**src/rtl/ld_st_unit.sv**
```systemverilog
// Load/store sequencer: issues one data-memory access per Start, waits for MemReady with a
// bounded timeout, and writes load results back to the accumulator register.
module ld_st_unit #(
  parameter int unsigned W       = 8,
  parameter int unsigned D       = 4,
  parameter int unsigned TIMEOUT = 15
) (
  input  logic         clk,
  input  logic         rst_n,
  input  logic         start_i,
  input  logic         is_store_i,
  input  logic [W-1:0] ld_addr_i,
  input  logic [W-1:0] st_addr_i,
  input  logic [W-1:0] acc_in_i,
  output logic [W-1:0] mem_addr_o,
  output logic         mem_rd_en_o,
  output logic         mem_wr_en_o,
  output logic [W-1:0] mem_wr_data_o,
  input  logic [W-1:0] mem_rd_data_i,
  input  logic         mem_ready_i,
  output logic         rf_write_en_o,
  output logic [D-1:0] rf_waddr_o,
  output logic [W-1:0] rf_data_in_o,
  output logic         busy_o,
  output logic         done_o,
  output logic         err_o
);

  typedef enum logic [2:0] {
    S_IDLE,
    S_REQ,
    S_WAIT,
    S_WB,
    S_FIN
  } state_e;

  localparam logic [D-1:0] ACC_IDX  = '1;
  localparam logic [7:0]   CNT_LAST = 8'(TIMEOUT - 1);

  state_e       state_q, state_d;
  logic         op_q, op_d;          // 1 = store, 0 = load
  logic [W-1:0] addr_q, addr_d;
  logic [W-1:0] data_q, data_d;
  logic [W-1:0] rdata_q, rdata_d;
  logic [7:0]   cnt_q, cnt_d;
  logic         err_q, err_d;

  // NOTE: every register gets a value on the asynchronous reset edge, and all sequential
  // updates use non-blocking assignments so each register sees the pre-edge value of the others.
  always_ff @(posedge clk or negedge rst_n) begin
    if (!rst_n) begin
      state_q <= S_IDLE;
      op_q    <= 1'b0;
      addr_q  <= '0;
      data_q  <= '0;
      rdata_q <= '0;
      cnt_q   <= '0;
      err_q   <= 1'b0;
    end else begin
      state_q <= state_d;
      op_q    <= op_d;
      addr_q  <= addr_d;
      data_q  <= data_d;
      rdata_q <= rdata_d;
      cnt_q   <= cnt_d;
      err_q   <= err_d;
    end
  end

  // NOTE: each signal written here is first given a hold/default value, so no path through
  // the case statement leaves it unassigned and no latch is inferred.
  always_comb begin
    state_d = state_q;
    op_d    = op_q;
    addr_d  = addr_q;
    data_d  = data_q;
    rdata_d = rdata_q;
    cnt_d   = cnt_q;
    err_d   = err_q;

    unique case (state_q)
      S_IDLE: begin
        if (start_i) begin
          op_d    = is_store_i;
          addr_d  = is_store_i ? st_addr_i : ld_addr_i;
          data_d  = acc_in_i;
          rdata_d = '0;
          cnt_d   = '0;
          err_d   = 1'b0;
          state_d = S_REQ;
        end
      end
      S_REQ: begin
        cnt_d   = '0;
        state_d = S_WAIT;
      end
      S_WAIT: begin
        if (mem_ready_i) begin
          if (op_q) begin
            state_d = S_FIN;
          end else begin
            rdata_d = mem_rd_data_i;
            state_d = S_WB;
          end
        end else if (cnt_q == CNT_LAST) begin
          // This cycle is the TIMEOUT-th one without an acknowledge.
          cnt_d   = cnt_q + 8'd1;
          err_d   = 1'b1;
          state_d = S_FIN;
        end else begin
          cnt_d = cnt_q + 8'd1;
        end
      end
      S_WB: begin
        state_d = S_FIN;
      end
      S_FIN: begin
        state_d = S_IDLE;
      end
      default: begin
        state_d = S_IDLE;
      end
    endcase
  end

  // Outputs decode from registered state only, so they are glitch-free and all zero in reset.
  always_comb begin
    busy_o        = (state_q != S_IDLE);
    mem_addr_o    = '0;
    mem_wr_data_o = '0;
    mem_rd_en_o   = 1'b0;
    mem_wr_en_o   = 1'b0;
    rf_write_en_o = 1'b0;
    rf_waddr_o    = '0;
    rf_data_in_o  = '0;
    done_o        = 1'b0;
    err_o         = 1'b0;

    if (state_q != S_IDLE) begin
      mem_addr_o    = addr_q;
      mem_wr_data_o = data_q;
    end

    unique case (state_q)
      S_REQ: begin
        mem_rd_en_o = ~op_q;
        mem_wr_en_o = op_q;
      end
      S_WB: begin
        rf_write_en_o = 1'b1;
        rf_waddr_o    = ACC_IDX;
        rf_data_in_o  = rdata_q;
      end
      S_FIN: begin
        done_o = ~err_q;
        err_o  = err_q;
      end
      default: begin
      end
    endcase
  end

endmodule

```
**config.mk**
```make
export PLATFORM = sky130hd
export DESIGN_NAME = ld_st_unit
export DESIGN_NICKNAME = d
export VERILOG_FILES = /design/src/rtl/ld_st_unit.sv
export SDC_FILE = /design/constraint.sdc
export NUM_CORES = 1
export LEC_CHECK = 0
export CAP_MARGIN = 25
export CORE_ASPECT_RATIO = 1.1
export CORE_MARGIN = 4
export CORE_UTILIZATION = 30
export DETAILED_ROUTE_END_ITERATION = 10
export HOLD_SLACK_MARGIN = 0.12
export SETUP_SLACK_MARGIN = 0.5
export SLEW_MARGIN = 20
export SYNTH_ARGS = -nofsm -noshare
export SYNTH_HDL_FRONTEND = slang
export SYNTH_SLANG_ARGS = --single-unit
```
**constraint.sdc**
```tcl
create_clock -name clk -period 6 [get_ports clk]
set_input_delay 1.2 -clock clk [delete_from_list [all_inputs] [get_ports clk]]
set_output_delay 1.2 -clock clk [all_outputs]
set_load 0.01 [all_outputs]
```
### After elaboration in Yosys (flattened, before gate mapping)

Cells that the tools add are included.

* multipliers: 0
* mux-type cells: 25
* shift-type cells: 0
* add/sub/neg operators: 1
* div/mod/pow operators: 0
* reductions and logical operators: 9
* order comparisons: 0
* eq/ne operators: 11
* bitwise gates (word level): 2

Operators by type and width (count)
* $mux 8: 8
* $pmux 8 s3: 1
* $pmux 8 s2: 1
* $mux 3: 4
* $pmux 3 s4: 1
* $ne 2x2->1 const B: 5
* $add 8x1->8 const B: 1
* $eq 8x4->1 const B: 1
* $mux 1: 8
* $reduce_and 4->1: 2
* $eq 3x2->1 const B: 2
* $reduce_bool 3->1: 2
* $mux 4: 1
* $reduce_and 2->1: 2
* $eq 3x1->1 const B: 1
* $eq 3x3->1 const B: 1
* $logic_not 3->1: 1
* $ne 3x3->1 const B: 1
* $reduce_and 3->1: 1
* $not 1->1: 2
* $pmux 1 s2: 1
* $reduce_bool 2->1: 1

* output and inout port bits: 34
* memories kept: 0
* latch bits: 0
* ROM bits: 0
* bits in writable memories: 0
* word-level logic and storage cells: 55
* bits of input ports: 37
* bits in registers: 37

### Longest topological paths before layout

Gate-level depths: netlist of run 1.

* depth in word-level cells: 4
* mapped depth: 7
* depth with buffers taken out: 6

### Worst setup path after synthesis of run 1

OpenSTA, ideal clock, no wires.

* kind: reg2out
* start point: register state_q[2]
* end point: output rf_data_in_o[0]
* buffers on the path: 1
* required time: 4.800 ns
* slack: 3.365 ns
* stages on the path, launching flop included: 5
* data arrival time: 1.435 ns
* cell sequence: dfrtp_1 -> clkbuf_1 -> nand2b_1 -> nor2_1 -> and2_1

* cells in the longest elaborated chain, start to end: 2

RTL lines
* start, declared: line 40 `state_e state_q, state_d;`
* start signal, assigned: line 60 `state_q <= state_d;`
* $eq 3x2->1: line 144 `unique case (state_q)`
* $mux 8: line 144
* end, declared: line 23 `output logic [W-1:0] rf_data_in_o,`

Every way passes these cells.

### Worst setup path in the final report of run 1

* start point: register state_q[2]
* end point: output rf_data_in_o[3]

The elaborated chain is that of the path after synthesis.

==> results of run 1 <==
-- stage by stage --
step                std cells  worst slack [ps]  power, mW  utilization, %
global placement          334              2790      0.990            42.3
CTS                       342              2410       1.19            43.9
finish                    342              2460       1.18            44.0
detailed placement        334              2740      0.999            42.3
floorplan                 198              3360      0.743               -
global route              342              2230       1.27            44.0
-- placed cells by master, fill, tap and decap left out, drive strengths merged, types with 7 or more instances in the layout --
| master | netlist | layout |
|---|---|---|
| clkdlybuf4s50 | 0 | 69 |
| dfrtp | 37 | 37 |
| nand2 | 23 | 23 |
| o21ai | 21 | 21 |
| nor2 | 16 | 16 |
| nor2b | 16 | 16 |
| and2 | 9 | 9 |
| mux2i | 9 | 9 |
| a21oi | 9 | 9 |
| mux2 | 9 | 9 |
| clkbuf | 3 | 7 |
-- worst register-to-register path, cell delays in order (launching register included) --
cell and delay (ps):
sky130_fd_sc_hd__dfrtp_1 530, sky130_fd_sc_hd__nor3_4 640, sky130_fd_sc_hd__and2_1 860, sky130_fd_sc_hd__mux2_2 420
-- layer usage --
| metal | vias up | routed length (um) |
|---|---|---|
| li1 | 795 | - |
| met1 | 731 | 1890 |
| met2 | 33 | 2240 |
| met3 | 9 | 159 |
| met4 | 0 | 94 |
| met5 | - | 0 |
-- worst min-delay path by stage --
stage                           from         end  slack (ps)  cells past startpoint
final                     rdata_q[7]  rdata_q[7]         470                      2
after global routing      rdata_q[2]  rdata_q[2]         490                      2
after CTS                 rdata_q[1]  rdata_q[1]         480                      2
after detailed placement  rdata_q[1]  rdata_q[1]         460                      2
after global placement    rdata_q[1]  rdata_q[1]         450                      2
after floorplan           rdata_q[0]  rdata_q[0]         440                      2
-- power groups by stage --
stage,sequential (mW),clock [mW],combinational (mW)
2_1_floorplan,0.385,0,0.358
4_1_cts,0.419,0.198,0.576
3_5_place_dp,0.423,0,0.576
6_report,0.421,0.190,0.565
3_3_place_gp,0.421,0,0.568
5_1_grt,0.438,0.207,0.624
-- sequential cells by signal, summed over array words and instances (netlist names) --
signal and flops:
cnt_q 8, rdata_q 8, err_q 1, op_q 1
addr_q 8, data_q 8, state_q 3
-- area by class of cell --
type / instances / area, um^2 / share of cell area [%]
Clock buffer: 7 / 96.3 / 3.53
Clock inverter: 1 / 5.00 / 0.184
Inverter: 5 / 18.8 / 0.688
Multi-Input combinational cell: 142 / 885 / 32.4
Sequential cell: 37 / 926 / 34.0
Tap cell: 80 / 100 / 3.67
Timing Repair Buffer: 70 / 696 / 25.5
-- cell families (layout without fill, tap and decap cells) --
group	Yosys count	in the layout	share of synthesized area, %
DFF	37	37	48.5
adders and majority gates	2	2	1.31
and+or+nand+nor	87	87	24.4
AOI/OAI and AO/OA	35	35	10.2
buffers and inverters	19	83	5.57
muxes	18	18	10.0
==> summary by stage, run 1 <==
Floorplanning
The die area is 7710 um^2. In this run the vertical extent of the chip is 91.7 um. The count of pins on the block boundary is 71. The floorplan step defined a core boundary enclosing 6190 um^2. The effective utilization at floorplan is 30.8%.

In this run the core area contains 30 standard-cell rows. The die is around 84 um wide.

Run
Across the run, the number of max-cap violations was 0.

Finish
In the final layout, the share of cells above drive strength 1 is 8.40%. At the end of the flow, the number of nets in the layout was 300. The diode insertion count for antenna repair is 0. With fillers left out, the area of the finished cells amounts to 2730 um^2. The post-synthesis to final-layout area growth is 42.7%. The number of fill cells in the layout is 619.

Timing
The worst slew slack as a fraction of its limit is 36.6%. After routing, the total negative slack on setup checks comes to 0 ps. The clock arrives with 6.18 ps of skew. Final hold analysis gives a worst-case slack of 473 ps. The maximum operating frequency is roughly 0.28 GHz. The number of max-slew violations in the final report is 0. The transition time at the pin with the least slew margin is 951 ps. Setup repair after global routing left no endpoint under its margin. The count of final hold-check violations is 0. The count of final setup violators is 0. Counting I/O delays and the setup requirement, the final critical path takes ~3500 ps.

The share of the clock period used by the worst path is between 50% and 60%.

Place
The placed instances occupy a cell area of 2620 um^2. The post-detailed-placement half-perimeter wirelength is about 3200 um. At the end of routability-driven placement, the weighted congestion stood at roughly 0.74. The number of port buffers is 70.

Yosys
In this run, distinct cell masters in the synthesized netlist total 36. The share of synthesized area in the top cell type comes to roughly half. Yosys printed 0 warnings. After synthesis the netlist holds a flip-flop and latch count of 37.

The net count after synthesis is 237. After technology mapping, the gate count stands at 198. Yosys instantiated no cell more often than sky130_fd_sc_hd__dfrtp_1. The async set-reset flop share out of synthesis is 100%. The average instance area after synthesis is around 9.6 um^2. The mapped netlist covers 1910 um^2. The synthesized design spends more area on one cell type than any other, namely sky130_fd_sc_hd__dfrtp_1. Ranked by total cell area, the synthesized netlist is headed by sky130_fd_sc_hd__dfrtp_1 (48%), sky130_fd_sc_hd__mux2_2 (5.3%), sky130_fd_sc_hd__nor2b_1 (5.2%). The most used flip-flop cell after synthesis is sky130_fd_sc_hd__dfrtp_1. The number of enable-type register cells in the synthesized netlist is 0. Summing the sequential cell areas from Yosys gives 48.5% of the chip area. The commonest cells after synthesis are sky130_fd_sc_hd__dfrtp_1 (37), sky130_fd_sc_hd__nand2_1 (23), sky130_fd_sc_hd__o21ai_0 (19).

Drt
In the final routed layout, each cell accounts on average for 12.8 um. The detail route stage leaves a number of antenna-violating nets equal to 0. The post-detailed-routing wire length is ~4400 um. The ratio of routed vias to standard cells is about 4.6.

The DRC violation count after routing is 0. The number of vias in the routed layout is 1568. The number of detailed-route iterations in the first pass is 4.

In this run, the number of DRC markers left after iteration 0 of detailed routing was 70.

Clocking
In this run, post-CTS hold repair placed 0 buffers. The clock drives 37 sinks. Clock tree synthesis inserted a total of 5 buffers. The CTS tree is yes. The register clock-pin slew on the reported worst setup and hold paths is roughly 70 ps. The number of buffers between clock root and the deepest sink is 2.

The number of H-tree levels is 2. The number of post-CTS setup repair buffers is 0. The post-cts sizing count is 0. At the later pin of the worst-skew pair, clock insertion delay measures 290 ps. The buffer cell driving the clock tree root is sky130_fd_sc_hd__clkbuf_8.

GRT
Global routing finished with a remaining overflow of 0. The met2 demand-to-capacity share in global routing is 19.6%. For this run, global-route usage on met3 was measured as 2.79%. The met1 track utilization from global routing is 14.4%. The initial antenna violation count is 0. The first global-routing pass estimated 7250 um of wire. The layer flagged by global routing as most heavily used is met2.

The global-route usage over all layers is 11.7%. The via count of the first global-routing pass is 1480. The largest net degree at the start of global routing is 38.

Pwr
The switching fraction of total power is 35.1%. The power share of the sequential group is 35.8%. The share of total power dissipated in the clock network is 16.2%. Dividing total power by cell area gives a power density of 431 nW/um^2. Summed over all cells, the static leakage comes to 1.13 nW. Internal power comes to 764 uW. The switching component of the power is 412 uW.

VDD sags by at most about 0.16 mV. The share of total power in combinational logic is 48.0%.

Critical path
The critical path crosses 4 cells after its start point. The worst register-to-register path begins at state_q[1]. The endpoint identified for the worst register-to-register timing path is data_q[7].

The kind of start point of the critical path is a flip-flop. Data arrives at the worst endpoint at ~2300 ps. The signal on the critical path passes through nand2b_1, nor2_1, and2_1, clkdlybuf4s50_1. The last element of the critical path is rf_data_in_o[3].

In this run the register-to-register setup slack is 3440 ps. Measured in cells, the most critical reg-to-reg path has a length of 3. The kind of cell adding the most delay to the critical path is simple AND/OR/NAND/NOR gates.

The data required time at the worst endpoint is 4800 ps. The critical path in this run is classified as reg -> out. The worst setup path is captured at an output pin. Together, buffers and inverters on the worst path number 1.

The largest single stage delay on the critical path is roughly 530 ps. The largest driver fanout on the critical path is 13. The cell with the largest stage delay on the worst path is sky130_fd_sc_hd__nor2_1.

The start point of the critical path is state_q[2].

Status
The flow ran to the end, and the final reports show no timing, DRC or antenna violations.

Worst hold path
The class of the tightest hold or removal check is reg -> reg.
Note: power is estimated with default switching activity, not from simulation.
==> inputs of run 2 (changes only) <==
Clock period 6 ns to 3.28 ns, I/O delays scaled along.
==> run 2 against run 1 <==
Net effect: non-clock buffer count rose by 5; die area did not move; first-iteration DRC count rose by 37%; utilization rose by 0.55 points; flip-flop and latch count did not move; clock skew barely moved; global-route usage rose by 0.43 points; clock power rose by 69%; largest cell class unchanged; largest power group unchanged.
==> summary by stage, run 2 (same netlist as run 1, synthesis figures left out) <==
Clocking
The number of H-tree levels is 2 (unchanged). The register clock-pin slew on the reported worst setup and hold paths came to 70 ps (about the same). The buffer cell driving the clock tree root is sky130_fd_sc_hd__clkbuf_8 (unchanged).

The clock buffer count from CTS is 5 (unchanged). The source-to-sink clock delay at the later pin of the worst-skew pair is 290 ps (about the same). The CTS tree is yes (unchanged).

The number of buffers between clock root and the deepest sink was 2 (unchanged). The TritonCTS sink count is 37 (unchanged).

Critical path
The data required time at the worst endpoint is 2620 ps (was 4800 ps). The number of buffer and inverter stages on the critical path is 1 (unchanged). The cell with the largest stage delay on the worst path is sky130_fd_sc_hd__clkdlybuf4s50_1 (was sky130_fd_sc_hd__nor2_1). The critical path's largest stage delay is 530 ps (about the same).

Cells along the critical path: nand2b_2, nor2_2, and2_1, clkdlybuf4s50_1 (was nand2b_1, nor2_1, and2_1, clkdlybuf4s50_1). The count of cell instances traversed by the critical path came to 4 (unchanged). The last element of the critical path was rf_data_in_o[2] (was rf_data_in_o[3]). The kind of capture point of the worst setup path is an output pin (unchanged). The kind of start point of the critical path is a flip-flop (unchanged). The kind of cell adding the most delay to the critical path is simple AND/OR/NAND/NOR gates (unchanged). The category of the critical setup timing path is reg -> out (unchanged).

The setup slack on the worst flop-to-flop path is 1130 ps (was 3440 ps). The start of the worst register-to-register path is state_q[1] (unchanged). The endpoint of the most critical register-to-register path is data_q[4] (was data_q[7]). The depth of the most critical reg-to-reg path is 4 (was 3). The largest driver fanout on the critical path is 11 (was 13). The worst path arrival time came to 1990 ps (was 2340 ps). The start point of the critical path is state_q[2] (unchanged).

Finish
The utilization after layout was 44.6% (was 44.0%). The number of nets in the finished design is 306 (was 300). The diode insertion count for antenna repair is 0 (unchanged). Most frequent cells in the layout: sky130_fd_sc_hd__clkdlybuf4s50_1 (69), sky130_fd_sc_hd__dfrtp_1 (36), sky130_fd_sc_hd__nand2_1 (23) (was sky130_fd_sc_hd__clkdlybuf4s50_1 (69), sky130_fd_sc_hd__dfrtp_1 (37), sky130_fd_sc_hd__nand2_1 (23)). The fraction of final layout cells with drive strength greater than 1 is 10.9% (was 8.40%). The most common cell after layout, fill and taps aside is sky130_fd_sc_hd__clkdlybuf4s50_1 (unchanged). The number of fill cells in the layout is 626 (was 619). The post-synthesis to final-layout area growth is 44.5% (was 42.7%).

Drt
The number of vias in the routed layout is 1632 (was 1568). The DRC violation count after routing is 0 (unchanged). The number of detailed-route iterations in the first pass was 4 (unchanged). The post-detailed-routing wire length is 4620 um (was 4380 um). The number of DRC markers in iteration 0 is 96 (was 70). The ratio of routed vias to standard cells is 4.70 (was 4.58).

The routed length per placed instance was 13.3 um (was 12.8 um). The remaining antenna violation count after routing was 0 (unchanged).

GRT
The most congested layer reported by global routing is met2 (unchanged). The via count of the first global-routing pass was 1563 (was 1480). The global routing usage on met3 came to 2.88% (was 2.79%).

The met1 track utilization from global routing is 14.7% (was 14.4%). The initial antenna violation count is 0 (unchanged). The wire length of the first global-routing pass is 7490 um (was 7250 um). The remaining global-route overflow was 0 (unchanged). The global-route usage over all layers was 12.2% (was 11.7%).

The largest net degree at the start of global routing came to 38 (unchanged). The met2 demand-to-capacity share in global routing is 20.5% (was 19.6%).

Worst hold path
The class of the tightest hold or removal check is in -> async (was reg -> reg).

Floorplanning
The floorplan row count is 30 (unchanged). The count of pins on the block boundary was 71 (unchanged). The vertical die dimension is 91.7 um (unchanged). The effective utilization at floorplan is 30.8% (unchanged).

The horizontal extent of the die is 84.1 um (unchanged). The core area is 6190 um^2 (unchanged). The die area was 7710 um^2 (unchanged).

Timing
The count of final hold-check violations is 0 (unchanged). After layout, the minimum clock period comes to 2650 ps. The maximum clock skew at final layout is 6.65 ps (was 6.18 ps). The number of max-slew violations in the final report was 0 (unchanged). The total negative slack is 0 ps (unchanged). The worst slew slack as a fraction of its limit is 44.4% (was 36.6%). The transition time at the pin with the least slew margin is 835 ps (was 951 ps). The count of final setup violators is 0 (unchanged). The final critical path takes up 80.8% of the cycle.

The setup slack of the critical path after layout is 630 ps (was 2460 ps). Unrepaired setup endpoints after global routing: false (unchanged). Static timing analysis puts the maximum clock frequency at around 0.38 GHz.

Pwr
The share of total power in combinational logic came to 50.5% (was 48.0%). The power share of the sequential group is 34.9% (was 35.8%). The switching component of the power is 786 uW (was 412 uW). The switching fraction of total power was 35.9% (was 35.1%). The internal power summed over all cells was 1.40 mW (was 764 uW). The peak ir drop on the vdd network is 0.323 mV (was 0.156 mV).

The power per standard cell area is 792 nW/um^2 (was 431 nW/um^2). The part of the power in the clock network was 14.7% (was 16.2%). The standby leakage power is 1.14 nW (was 1.13 nW).

Place
The post-detailed-placement half-perimeter wirelength is 3360 um (was 3250 um). The final RePlAce weighted congestion is 0.767 (was 0.745). The number of port buffers is 70 (unchanged). The post-placement worst setup slack is 615 ps (was 2740 ps).

Run
The total of max-cap violations is 0 (unchanged).

Status
Outcome: completed (unchanged).
==> run 2: cell count changes in the layout (fill, tap and decap cells not counted), sizes merged <==
cell,before,now
buf,1,6
clkinv,1,0
nor2,16,17
==> run 2: layout make-up <==
class / instances / area (um^2) / share of cell area, %
well taps: 80 / 100 / 3.63
clock buffers: 7 / 86.3 / 3.13
multi-input cells: 143 / 895 / 32.4
flip-flops and latches: 37 / 927 / 33.6
repair buffers: 75 / 733 / 26.6
inverters: 5 / 18.8 / 0.680
==> run 2: worst min path at each step <==
| stage | start | endpoint | slack (ps) | cells past startpoint |
|---|---|---|---|---|
| 6_report | rst_n | rdata_q[2] | 470 | 1 |
| 5_1_grt | rdata_q[7] | rdata_q[7] | 500 | 2 |
| 4_1_cts | rdata_q[2] | rdata_q[2] | 480 | 2 |
| 3_5_place_dp | rdata_q[2] | rdata_q[2] | 460 | 2 |
| 3_3_place_gp | rdata_q[5] | rdata_q[5] | 460 | 2 |
| 2_1_floorplan | rst_n | addr_q[0] | 360 | 0 |
==> run 2: what timing repair did <==
item / CTS / global route
endpoints found under the setup margin: 13 / 9
hold buffers: 0 / 0
gates resized for setup: 2 / 2
gates cloned: 0 / 1
pin swaps: 0 / 1
setup buffers: 0 / 3
==> run 2: layer usage <==
metal / wire length, um / share of wire (%)
met1: 1970 / 43
met2: 2360 / 51
met3: 177 / 3.8
met4: 112 / 2.4
met5: 0 / 0
==> run 2: power groups by stage <==
stage,Combinational (mW),Sequential [mW],Clock (mW)
2_1_floorplan,0.656,0.704,0
3_3_place_gp,1.09,0.757,0
3_5_place_dp,1.10,0.769,0
4_1_cts,1.11,0.761,0.337
5_1_grt,1.21,0.794,0.359
6_report,1.10,0.762,0.321
==> run 2: stage by stage <==
stage / area [um^2] / hold WS, ps / cells / power [mW]
6_report: 2760 / 471 / 347 / 2.19
5_1_grt: 2760 / 501 / 347 / 2.36
4_1_cts: 2730 / 481 / 343 / 2.21
3_5_place_dp: 2630 / 464 / 336 / 1.87
3_3_place_gp: 2630 / 459 / 336 / 1.85
2_1_floorplan: 1910 / 360 / 198 / 1.36
==> inputs of run 3 (changes only) <==
Clock period 3.28 ns to 2.3 ns, I/O delays scaled along.
==> run 3 against run 2 <==
Net effect: flip-flop and latch count stayed put; clock skew is 3.2 ps lower; final cell count is 7.8% higher; final area is 15% higher; first-iteration DRC count is 24% lower; die area stayed put; clock power is 42% higher; sequential share of layout area is 4.5 points lower; setup slack worse by 350 ps; critical path type unchanged; largest cell class is now multi-input gates; largest power group unchanged.
==> summary by stage, run 3 (same netlist as run 1, synthesis figures left out) <==
Timing
The total negative slack is 0 ps (unchanged). Unrepaired setup endpoints after global routing: true (was false). The number of max-slew violations in the final report is 0 (unchanged).

The post-layout minimum cycle time is roughly 2000 ps. The count of final hold-check violations is 0 (unchanged). The worst path uses between 80 and 90% of the clock period. The count of final setup violators is 0 (unchanged). The transition time at the pin with the least slew margin came to 822 ps (was 835 ps).

The worst slew slack as a fraction of its limit is 45.2% (was 44.4%). The maximum clock skew at final layout is 3.41 ps (was 6.65 ps). The worst hold slack is 269 ps (was 471 ps). The maximum operating frequency is 0.496 GHz.

Finish
The number of nets in the finished design came to 333 (was 306). The diode insertion count for antenna repair is 0 (unchanged). The post-synthesis to final-layout area growth is 66.7% (was 44.5%). The post-layout instance count excluding filler cells is 374 (was 347).

The fraction of final layout cells with drive strength greater than 1 is 39.5% (was 10.9%). Most frequent cells in the layout: sky130_fd_sc_hd__dfrtp_1 (37), sky130_fd_sc_hd__clkdlybuf4s50_1 (35), sky130_fd_sc_hd__buf_6 (30) (was sky130_fd_sc_hd__clkdlybuf4s50_1 (69), sky130_fd_sc_hd__dfrtp_1 (36), sky130_fd_sc_hd__nand2_1 (23)). The most common cell after layout, fill and taps aside is sky130_fd_sc_hd__dfrtp_1 (was sky130_fd_sc_hd__clkdlybuf4s50_1). The final design area excluding fillers is 3190 um^2 (was 2760 um^2).

Drt
The post-detailed-routing wire length is 5350 um (was 4620 um). The routed length per placed instance came to 14.3 um (was 13.3 um). The remaining antenna violation count after routing is 0 (unchanged).

The DRC violation count after routing was 0 (unchanged). The number of detailed-route iterations in the first pass is 4 (unchanged). The ratio of routed vias to standard cells came to 4.68 (was 4.70). The number of vias in the routed layout is 1749 (was 1632).

The number of DRC markers in iteration 0 is 73 (was 96).

Clocking
The number of hold buffers added after cts is 0 (unchanged). The number of H-tree levels is 2 (unchanged). The buffer cell driving the clock tree root is sky130_fd_sc_hd__clkbuf_8 (unchanged). The TritonCTS sink count is 37 (unchanged). The source-to-sink clock delay at the later pin of the worst-skew pair is 280 ps (was 290 ps). The clock buffer count from CTS was 5 (unchanged). The register clock-pin slew on the reported worst setup and hold paths is 70 ps (about the same). The CTS tree is yes (unchanged). The number of buffers between clock root and the deepest sink is 2 (unchanged).

Critical path
The kind of start point of the critical path is a flip-flop (unchanged). The cell with the largest stage delay on the worst path is sky130_fd_sc_hd__dfrtp_1 (was sky130_fd_sc_hd__clkdlybuf4s50_1). The setup slack on the worst flop-to-flop path is 300 ps (was 1130 ps). The category of the critical setup timing path is reg -> out (unchanged). The endpoint of the most critical register-to-register path is cnt_q[7] (was data_q[4]). The critical path's largest stage delay is 390 ps (was 530 ps). The kind of capture point of the worst setup path is an output pin (unchanged). The worst path arrival time came to 1560 ps (was 1990 ps). The largest driver fanout on the critical path is 4 (was 11). The data required time at the worst endpoint came to 1840 ps (was 2620 ps). The depth of the most critical reg-to-reg path is 7 (was 4). In this design, the critical path's most frequently occurring cell is sky130_fd_sc_hd__buf_6. Cells along the critical path: buf_6, nor3_4, buf_6, buf_6, nor2b_1, buf_2 (was nand2b_2, nor2_2, and2_1, clkdlybuf4s50_1). The start of the worst register-to-register path is state_q[0] (was state_q[1]).

Floorplanning
The floorplan row count is 30 (unchanged). The die area is 7710 um^2 (unchanged). The effective utilization at floorplan is 30.8% (unchanged). The vertical die dimension is 91.7 um (unchanged). The horizontal extent of the die is 84.1 um (unchanged). The count of pins on the block boundary is 71 (unchanged).

The core area is 6190 um^2 (unchanged).

GRT
The global-route usage over all layers is 13.3% (was 12.2%). The wire length of the first global-routing pass is 8290 um (was 7490 um). The remaining global-route overflow was 0 (unchanged). The largest net degree at the start of global routing came to 38 (unchanged).

The initial antenna violation count is 0 (unchanged). The via count of the first global-routing pass is 1691 (was 1563).

Place
The placed cell area is 2670 um^2 (was 2630 um^2). The number of port buffers was 70 (unchanged). The final RePlAce weighted congestion is 0.808 (was 0.767). The post-detailed-placement half-perimeter wirelength is 3320 um (was 3360 um).

The number of instances in the placed design is 340 (was 336).

Worst hold path
The class of the tightest hold or removal check is in -> async (unchanged).

Pwr
The part of the power in the clock network was 11.7% (was 14.7%). The switching fraction of total power is 37.3% (was 35.9%). The peak ir drop on the vdd network is 0.558 mV (was 0.323 mV). The internal power summed over all cells is 2.46 mW (was 1.40 mW). The power share of the sequential group was 27.4% (was 34.9%). The switching component of the power is 1.46 mW (was 786 uW). The power per standard cell area is 1230 nW/um^2 (was 792 nW/um^2). The share of total power in combinational logic is 60.9% (was 50.5%).

The standby leakage power was 1.46 nW (was 1.14 nW).

Run
The total of max-cap violations is 0 (unchanged).

Status
Outcome: completed (unchanged).
[run 3: cell types whose count changed in the layout (fill, tap and decap cells not counted), moves of 7 or more]
cell | before | now
sky130_fd_sc_hd__a21oi_2 | 0 | 7
sky130_fd_sc_hd__clkdlybuf4s50_1 | 69 | 35
sky130_fd_sc_hd__dlygate4sd2_1 | 0 | 7
sky130_fd_sc_hd__buf_2 | 1 | 20
sky130_fd_sc_hd__mux2_2 | 9 | 0
sky130_fd_sc_hd__nor2_1 | 15 | 5
sky130_fd_sc_hd__nor2_4 | 1 | 8
sky130_fd_sc_hd__a21oi_1 | 9 | 2
sky130_fd_sc_hd__mux2_4 | 0 | 9
sky130_fd_sc_hd__buf_6 | 0 | 30
sky130_fd_sc_hd__o21ai_0 | 19 | 10
[run 3: worst max-delay path: cells and delay by family, from the launching register on]
family	cells	cell delay, ps
DFF	1	390
buffers and inverters	4	550
and+or+nand+nor	2	340
[run 3: per-stage QoR]
step	worst slack [ps]	util [%]	total power, mW
after CTS	291	47.7	3.59
after floorplan	506	-	1.96
after global placement	138	43.2	2.69
final	283	51.4	3.92
after global routing	213	51.4	4.18
after detailed placement	74.2	43.2	2.71
[run 3: worst max-delay path by stage]
stage / slack, ps / depth (start not counted) / to / start
CTS: 290 / 6 / mem_addr_o[7] / state_q[0]
finish: 280 / 6 / mem_addr_o[1] / state_q[2]
floorplan: 510 / 6 / cnt_q[7] / state_q[0]
global route: 210 / 6 / mem_addr_o[1] / state_q[1]
global placement: 140 / 5 / cnt_q[7] / mem_ready_i
detailed placement: 70 / 5 / cnt_q[7] / mem_ready_i
[run 3: timing repair]
| item | CTS | global route |
|---|---|---|
| setup endpoints to repair | 47 | 60 |
| resized for setup | 161 | 63 |
| cloned | 4 | 0 |
| buffers inserted | 22 | 1 |
| pin swaps | 6 | 4 |
[run 3: power groups by stage]
stage | Clock [mW] | Combinational, mW | Sequential, mW
final | 0.457 | 2.39 | 1.07
after global routing | 0.506 | 2.56 | 1.11
after CTS | 0.473 | 2.08 | 1.04
after detailed placement | 0 | 1.67 | 1.04
after global placement | 0 | 1.66 | 1.03
after floorplan | 0 | 0.953 | 1.00
[run 3: area by class of cell]
| cell class | instances | area, um^2 |
|---|---|---|
| tap | 80 | 100 |
| sequential | 37 | 926 |
| clock buffer | 7 | 86.3 |
| multi-input combinational | 143 | 1090 |
| timing repair buffer | 102 | 960 |
| fill | 560 | 3010 |
| inverter | 5 | 18.8 |
[run 3: routing by layer]
metal  share of wire (%)  vias to the layer above  wire [um]  track usage (%)
li1                    -                      865          -                -
met1                  44                      829       2370             17.3
met2                  50                       44       2650             21.5
met3                 4.1                       11        217             2.88
met4                 2.0                        0        105             5.09
met5                   0                        -          0                0
